<file path="config.mk">
export PLATFORM = sky130hd
export DESIGN_NAME = result_display_sequencer
export DESIGN_NICKNAME = d
export VERILOG_FILES = /design/src/rtl/display_pkg.sv /design/src/rtl/dwell_timer.sv /design/src/rtl/result_display_sequencer.sv
export SDC_FILE = /design/constraint.sdc
export NUM_CORES = 1
export LEC_CHECK = 0
export ABC_AREA = 0
export BUFFER_PORTS_ARGS = -buffer_cell sky130_fd_sc_hd__buf_2
export CAP_MARGIN = 5
export CORE_MARGIN = 2
export CORE_UTILIZATION = 60
export CTS_CLUSTER_DIAMETER = 50
export CTS_CLUSTER_SIZE = 10
export DETAILED_ROUTE_END_ITERATION = 12
export PLACE_DENSITY_LB_ADDON = 0.15
export SYNTH_ARGS = -nofsm -noshare
export SYNTH_HDL_FRONTEND = slang
export SYNTH_SLANG_ARGS = --single-unit
</file>
<file path="constraint.sdc">
create_clock -name clk_i -period 4 [get_ports clk_i]
set_input_delay 0.4 -clock clk_i [delete_from_list [all_inputs] [get_ports clk_i]]
set_output_delay 0.4 -clock clk_i [all_outputs]
set_load 0.05 [all_outputs]
</file>
<file path="src/rtl/display_pkg.sv">
// Shared types and width helpers for the result display sequencer.
// Index and count widths are derived from the buffer depth.
package display_pkg;

  typedef enum logic {
    FILL = 1'b0,
    SHOW = 1'b1
  } state_e;

  function automatic int idx_w(input int depth);
    return (depth > 1) ? $clog2(depth) : 1;
  endfunction

  function automatic int cnt_w(input int depth);
    return $clog2(depth + 1);
  endfunction

endpackage

</file>
<file path="src/rtl/dwell_timer.sv">
// Auto-advance dwell counter: runs 0..cycles_p-1 while enabled,
// done_o marks the terminal count and the counter wraps there.
module dwell_timer #(
  parameter int unsigned cycles_p = 60000000
) (
  input  logic clk_i,
  input  logic reset_n_i,
  input  logic en_i,
  input  logic clear_i,
  output logic done_o
);

  localparam int cw = $clog2(cycles_p);
  localparam logic [cw-1:0] last_c = cw'(cycles_p - 1);

  logic [cw-1:0] cnt;

  assign done_o = en_i && !clear_i && (cnt == last_c);

  always_ff @(posedge clk_i or negedge reset_n_i) begin
    if (!reset_n_i) begin
      cnt <= '0;
    end else if (clear_i) begin
      cnt <= '0;
    end else if (en_i) begin
      cnt <= done_o ? '0 : cnt + cw'(1);
    end
  end

endmodule

</file>
<file path="src/rtl/result_display_sequencer.sv">
// Buffers up to depth_p result words, then shows them one at a time,
// advancing on a dwell timer (auto) or on step pulses (manual).
module result_display_sequencer
  import display_pkg::*;
#(
  parameter int unsigned width_p        = 8,
  parameter int unsigned depth_p        = 4,
  parameter int unsigned dwell_cycles_p = 60000000
) (
  input  logic                       clk_i,
  input  logic                       reset_n_i,
  input  logic                       valid_i,
  input  logic [width_p-1:0]         data_i,
  output logic                       ready_o,
  input  logic                       flush_i,
  input  logic                       mode_i,
  input  logic                       step_i,
  input  logic                       loop_i,
  input  logic                       clear_i,
  output logic                       disp_valid_o,
  output logic [width_p-1:0]         disp_data_o,
  output logic [idx_w(depth_p)-1:0]  disp_idx_o,
  output logic [cnt_w(depth_p)-1:0]  count_o
);

  localparam int iw = idx_w(depth_p);
  localparam int cw = cnt_w(depth_p);
  localparam logic [cw-1:0] full_c = cw'(depth_p);

  state_e             state, state_n;
  logic [cw-1:0]      count, count_n;
  logic               dv, dv_n;
  logic [width_p-1:0] dd, dd_n;
  logic [iw-1:0]      di, di_n;
  logic               mode_q;
  logic               acc, wr, adv;
  logic               last, mode_chg;
  logic               done, t_en, t_clr;
  logic [width_p-1:0] mem [depth_p];

  assign ready_o      = (state == FILL) && (count < full_c);
  assign acc          = valid_i && ready_o;
  assign mode_chg     = mode_i != mode_q;
  assign last         = cw'(di) == (count - cw'(1));
  assign disp_valid_o = dv;
  assign disp_data_o  = dd;
  assign disp_idx_o   = di;
  assign count_o      = count;

  assign t_en  = (state == SHOW) && !mode_i;
  assign t_clr = (state != SHOW) || mode_i
              || mode_chg || clear_i;

  dwell_timer #(
    .cycles_p (dwell_cycles_p)
  ) u_dwell (
    .clk_i     (clk_i),
    .reset_n_i (reset_n_i),
    .en_i      (t_en),
    .clear_i   (t_clr),
    .done_o    (done)
  );

  assign adv = (state == SHOW) && !mode_chg
            && (mode_i ? step_i : done);

  always_comb begin
    state_n = state;
    count_n = count;
    dv_n    = dv;
    dd_n    = dd;
    di_n    = di;
    wr      = 1'b0;
    unique case (state)
      FILL: begin
        if (clear_i) begin
          count_n = '0;
        end else begin
          wr      = acc;
          count_n = count + cw'(acc);
          if (count_n == full_c
              || (flush_i && count_n != '0)) begin
            state_n = SHOW;
            dv_n    = 1'b1;
            di_n    = '0;
            dd_n    = (count == '0) ? data_i : mem[0];
          end
        end
      end
      SHOW: begin
        if (clear_i || (adv && last && !loop_i)) begin
          state_n = FILL;
          count_n = '0;
          dv_n    = 1'b0;
          dd_n    = '0;
          di_n    = '0;
        end else if (adv) begin
          di_n = last ? '0 : di + iw'(1);
          dd_n = mem[di_n];
        end
      end
    endcase
  end

  always_ff @(posedge clk_i or negedge reset_n_i) begin
    if (!reset_n_i) begin
      state  <= FILL;
      count  <= '0;
      dv     <= 1'b0;
      dd     <= '0;
      di     <= '0;
      mode_q <= 1'b0;
    end else begin
      state  <= state_n;
      count  <= count_n;
      dv     <= dv_n;
      dd     <= dd_n;
      di     <= di_n;
      mode_q <= mode_i;
    end
  end

  // Buffer storage is not reset; count alone defines what is live.
  always_ff @(posedge clk_i) begin
    if (wr) mem[iw'(count)] <= data_i;
  end

endmodule

</file>
==> impl_metrics.json, run 1 <==
{
  "status": "completed",
  "slowest_stage": "a311oi_1",
  "hp-class": "in2async",
  "setup_tns_ns": 0,
  "cpPeakStageDelay_ns": 0.94,
  "drt_iter0_drc": 156,
  "cts.sinks": 74,
  "critPathTopFamily": "compound AO/OA/AOI/OAI gates",
  "switching_share": 0.3755,
  "worstReg2RegStart": "count_o[0]",
  "cp_max_fo": 9,
  "coreArea_um2": 5991,
  "p_per_area_nw_per_um2": 553.8,
  "final_nets": 394,
  "critPathRequiredTime_ns": 4.24,
  "synthTopCellsByArea": "dfrtp_1 (28%), edfxtp_1 (26%), xor2_1 (4.7%)",
  "netlist_instances": 343,
  "ys.flop_type": "dfrtp_1",
  "root_buffer": "clkbuf_8",
  "worst_pin_slew_ns": 1.156,
  "pwr-share-comb": 0.328,
  "r2r_cells": 7,
  "drt-pass1-iter-count": 5,
  "crit_buf_inv": 1,
  "gr-total-overflow": 0,
  "drive_gt1_frac": 0.1947,
  "max_cap_violations": 0,
  "vias": 2776,
  "rows": 28,
  "slew_violations": 0,
  "start_kind": "flip-flop",
  "postCtsSetupRepairBufs": 0,
  "path_class": "reg2reg",
  "clkTransAtPathRegs_ns": 0.08,
  "drcViolationCount": 0,
  "fill_cells": 461,
  "grt_pass1_vias": 2671,
  "ys_seq_area_frac": 0.5349,
  "synth.ff_latch_count": 74,
  "htree_levels": 3,
  "insertion_delay_ns": 0.35,
  "peakVddDrop_mv": 0.3401,
  "cts_made_buffers": 9,
  "synth_area_per_cell_um2": 10.97,
  "pwr-share-seq": 0.418,
  "initial_core_util": 0.6278,
  "whs_ns": 0.1877,
  "power_mw": 2.292,
  "hold_viol": 0,
  "yosysTopAreaCell": "dfrtp_1",
  "dp_hpwl_um": 5246,
  "cts_tree": "built",
  "clock_tree.buffer_depth": 2,
  "place.gp.congestion": 0.8635,
  "n_antenna_cell": 0,
  "totalWireLength_um": 8031,
  "rsz0062_at_grt": "no",
  "cts_resized": 0,
  "port_buffers": 30,
  "viasPerCell": 6.169,
  "fin_skew_ns": 0.008731,
  "period_share": 0.7796,
  "antenna_found_initial": 0,
  "r2r_end": "disp_data_o[1]",
  "syn_to_final_growth_pct": 10.05,
  "cp.arrival_ns": 3.36,
  "slew_headroom": 0.2231,
  "layout_min_cycle_time_ns": 3.119,
  "crit_path_end_kind": "flip-flop",
  "p_switching_uw": 860.7,
  "die_x_um": 83.18,
  "ys_async_sr_fraction": 0.5676,
  "r2r_slack_ns": 0.88,
  "yosys_warnings": 0,
  "netlist.area_leader.share": 0.2794,
  "setup_violations": 0,
  "grt_usage": 0.2461,
  "grt_start_max_net_pins": 43,
  "die_h_um": 83.18,
  "cts_hold_buf": 0,
  "io_pins": 31,
  "grt_pass1_wl_um": 13430,
  "pwr-share-clk": 0.253,
  "synth_area_um2": 3761,
  "max_clock_freq_mhz": 320.7,
  "path_cells": "inv_1 -> ha_1 -> or3b_2 -> a311oi_1 -> or3_1 -> a31oi_1 -> o22a_1",
  "synth_cell_types": 54,
  "synth_edf_count": 32,
  "p_int_mw": 1.431,
  "routedWlPerCell_um": 17.85,
  "synth_fp_nets": 367,
  "ant_nets": 0,
  "p_leak_nw": 1.647,
  "dieArea_um2": 6918
}
## flip-flops by register name (all words and copies together) (netlist names)
name	count
disp_valid_o	1
mem	32
disp_idx_o	2
disp_data_o	8
count_o	3
state	1
mode_q	1
u_dwell.cnt	26
## final cells by class
class                   instances  area (µm²)  share of cell area
inverters                       8       30.03            0.007255
clock inverters                 5       53.80             0.01300
well taps                      75       93.84             0.02267
multi-input cells             244        1635              0.3951
repair buffers                 33       172.7             0.04172
clock buffers                  11       141.4             0.03416
flip-flops and latches         74        2012              0.4861
## routing by layer
layer / routed length (µm) / GRT usage
met4: 153 / 0.1162
met2: 3610 / 0.3512
met3: 575 / 0.04374
met5: 0 / 0
met1: 3691 / 0.3662
## power by group through the flow
stage | registers [mW] | logic (mW) | clock network [mW]
global placement | 0.971 | 0.727 | 0
detailed placement | 0.972 | 0.747 | 0
global route | 0.970 | 0.811 | 0.616
CTS | 0.959 | 0.751 | 0.585
finish | 0.959 | 0.753 | 0.580
floorplan | 1.13 | 0.402 | 0
## kinds of logic (layout without fill, tap and decap cells)
group	count (synthesis)	in the layout	synth area share
compound gates	61	61	0.1191
xor+xnor	28	28	0.06520
fa+ha+maj	8	8	0.02661
buf+inv	25	57	0.03027
flops	74	74	0.5349
mux	2	2	0.008649
simple gates	145	145	0.2152
## layout by cell type (no fill, tap or decap), types with 2 or more instances in the layout
cell type  instances
or3b_2             8
a31oi_1            8
clkbuf_8          10
buf_2             30
a21oi_1            9
nor3_1             3
or2_2              2
nor2b_1            9
o22a_1             8
nand2_1           27
nand3b_1           2
a211o_1            6
nand3_1           16
a211oi_1           7
and2_1             4
ha_1               8
and4_1             2
buf_4              3
dfrtp_1           42
xnor2_1            8
inv_1              8
clkinv_2           3
nand2b_1           3
nand4_1            9
edfxtp_1          32
o21ai_0           10
and3_1             9
nor2_1            35
or3_1              7
xor2_1            20
## cell usage after synthesis, types with 2 or more instances
cell / count
o22a_1: 8
and4_1: 2
nor2b_1: 9
dfrtp_1: 42
ha_1: 8
nand3_1: 16
a31oi_1: 8
nand3b_1: 2
nor2_1: 35
inv_1: 8
a211o_1: 6
xor2_1: 20
or2_2: 2
buf_6: 2
or3_1: 7
or3b_2: 8
a211oi_1: 7
clkbuf_2: 3
and3_1: 9
nand4_1: 9
xnor2_1: 8
nand2b_1: 3
clkbuf_1: 11
nor3_1: 3
and2_1: 4
a21oi_1: 9
nand2_1: 27
o21ai_0: 10
edfxtp_1: 32
## worst max-delay path by stage
stage	from	end	slack, ns	depth (start not counted)
2_1_floorplan	count_o[2]	disp_data_o[7]	0.81	10
3_3_place_gp	count_o[0]	disp_data_o[7]	1.25	7
3_5_place_dp	count_o[0]	disp_data_o[1]	1.01	7
4_1_cts	count_o[0]	disp_data_o[1]	0.95	7
5_1_grt	count_o[0]	disp_data_o[1]	0.78	7
6_report	count_o[0]	disp_data_o[1]	0.88	7
## per-stage QoR
step / utilization / cell area (µm²) / worst slack, ns / cells
6_report: 0.6909 / 4139 / 0.8815 / 450
3_5_place_dp: 0.6583 / 3944 / 1.006 / 434
4_1_cts: 0.6909 / 4139 / 0.9537 / 450
3_3_place_gp: 0.6583 / 3944 / 1.251 / 434
5_1_grt: 0.6909 / 4139 / 0.7811 / 450
2_1_floorplan: - / 3761 / 0.8111 / 343
Note: power is estimated with default switching activity, not from simulation.
==> run 2: changes to the inputs <==
==> constraint.sdc (replaced) <==
create_clock -name clk_i -period 3.2 [get_ports clk_i]
set_input_delay 0.32 -clock clk_i [delete_from_list [all_inputs] [get_ports clk_i]]
set_output_delay 0.32 -clock clk_i [all_outputs]
set_load 0.05 [all_outputs]
==> run 2 against run 1 <==
Sequential share of layout area down 0.41 points. Critical path depth up 1. Combinational power up 27%. Highest routed layer unchanged. Power up 24%. Worst hold slack worse by 0.061 ns.
==> impl_metrics.json, run 2 (same netlist as run 1, synthesis figures left out) <==
{
  "status": "completed",
  "antenna_found_initial": 0,
  "root_buffer": "clkbuf_8",
  "die_h_um": 83.18,
  "totalWireLength_um": 7930,
  "worstReg2RegStart": "count_o[0]",
  "grt_pass1_wl_um": 13430,
  "drt_iter0_drc": 267,
  "postCtsSetupRepairBufs": 0,
  "cts.sinks": 74,
  "max_clock_freq_mhz": 390.2,
  "r2r_cells": 8,
  "fin_skew_ns": 0.01118,
  "cts_made_buffers": 9,
  "final_nets": 400,
  "place_area_um2": 3989,
  "setup_violations": 0,
  "die_x_um": 83.18,
  "dp_hpwl_um": 5368,
  "slew_headroom": 0.3741,
  "syn_to_final_growth_pct": 10.98,
  "grt_usage": 0.2429,
  "gr-total-overflow": 0,
  "p_leak_nw": 1.662,
  "drive_gt1_frac": 0.2021,
  "vias": 2715,
  "crit_buf_inv": 2,
  "ant_nets": 0,
  "rsz0062_at_grt": "no",
  "initial_core_util": 0.6278,
  "final_cell_mix": "dfrtp_1 (42), nor2_1 (35), edfxtp_1 (32)",
  "htree_levels": 3,
  "rows": 28,
  "drt-pass1-iter-count": 4,
  "cp-startpoint": "count_o[0]",
  "cp.arrival_ns": 2.79,
  "instances_no_fill": 456,
  "cp_max_fo": 9,
  "slew_violations": 0,
  "largest_reg_flops": 32,
  "mostFrequentLayoutCell": "dfrtp_1",
  "fin_ws_ns": 0.6372,
  "clkTransAtPathRegs_ns": 0.08,
  "r2r_slack_ns": 0.64,
  "layout_min_cycle_time_ns": 2.563,
  "clock_tree.buffer_depth": 2,
  "coreArea_um2": 5991,
  "dieArea_um2": 6918,
  "hold_viol": 0,
  "hp-class": "in2async",
  "cts_hold_buf": 0,
  "path_cells": "inv_1 -> ha_1 -> or3b_2 -> a311oi_1 -> buf_4 -> or3_1 -> a31oi_1 -> o22a_1",
  "drcViolationCount": 0,
  "routedWlPerCell_um": 17.39,
  "n_antenna_cell": 0,
  "critPathTopFamily": "simple AND/OR/NAND/NOR gates",
  "start_kind": "flip-flop",
  "place.gp.congestion": 0.8789,
  "viasPerCell": 5.954,
  "p_per_area_nw_per_um2": 678.8,
  "period_share": 0.8009,
  "fill_cells": 470,
  "grt_pass1_vias": 2677,
  "regMostFlops": "mem",
  "io_pins": 31,
  "cp-endpoint": "disp_data_o[1]",
  "cts_tree": "built",
  "dpl_worst_slack_ns": 0.6750,
  "dp.cells": 440,
  "grt_start_max_net_pins": 43,
  "slowest_stage": "dfrtp_1",
  "critPathRequiredTime_ns": 3.43,
  "setup_tns_ns": 0,
  "insertion_delay_ns": 0.33,
  "path_class": "reg2reg",
  "cpPeakStageDelay_ns": 0.55,
  "worst_pin_slew_ns": 0.9389,
  "crit_path_end_kind": "flip-flop",
  "whs_ns": 0.1265,
  "max_cap_violations": 0,
  "r2r_end": "disp_data_o[1]",
  "peakVddDrop_mv": 0.4397,
  "crit_cells": 8,
  "cts_resized": 0,
  "final_cell_area_um2": 4174,
  "port_buffers": 30
}
## run 2: area by class of cell
type,count,area [µm²],area share
sequential,74,2012,0.4820
multi-input combinational,244,1635,0.3918
timing repair buffer,39,217.7,0.05216
clock buffer,10,127.6,0.03058
tap,75,93.84,0.02248
clock inverter,6,57.56,0.01379
inverter,8,30.03,0.007194
## run 2: through the flow
step,total power [mW],utilization
CTS,2.848,0.6967
floorplan,1.913,-
detailed placement,2.164,0.6658
global placement,2.143,0.6658
finish,2.833,0.6967
global route,2.988,0.6967
## run 2: worst min-delay path by stage
stage	endpoint	slack [ns]	from
5_1_grt	mode_q	0.12	mode_i
3_3_place_gp	u_dwell.cnt[0]	0.45	u_dwell.cnt[0]
4_1_cts	mode_q	0.12	mode_i
6_report	disp_data_o[2]	0.13	reset_n_i
2_1_floorplan	count_o[0]	0.02	reset_n_i
3_5_place_dp	u_dwell.cnt[0]	0.46	u_dwell.cnt[0]
## run 2: layer usage
metal | up-vias | share of wire | track usage
li1 | 1312 | - | -
met1 | 1307 | 0.48 | 0.3646
met2 | 85 | 0.45 | 0.3600
met3 | 11 | 0.061 | 0.04076
met4 | 0 | 0.012 | 0.08495
met5 | - | 0 | 0
## run 2: power by group
group          leakage [nW]  switching [mW]  total [mW]  internal (mW)
Combinational         0.728           0.632       0.957          0.325
Sequential            0.847          0.0941        1.19           1.10
Clock                0.0874           0.333       0.687          0.354
Total                  1.66            1.06        2.83           1.77
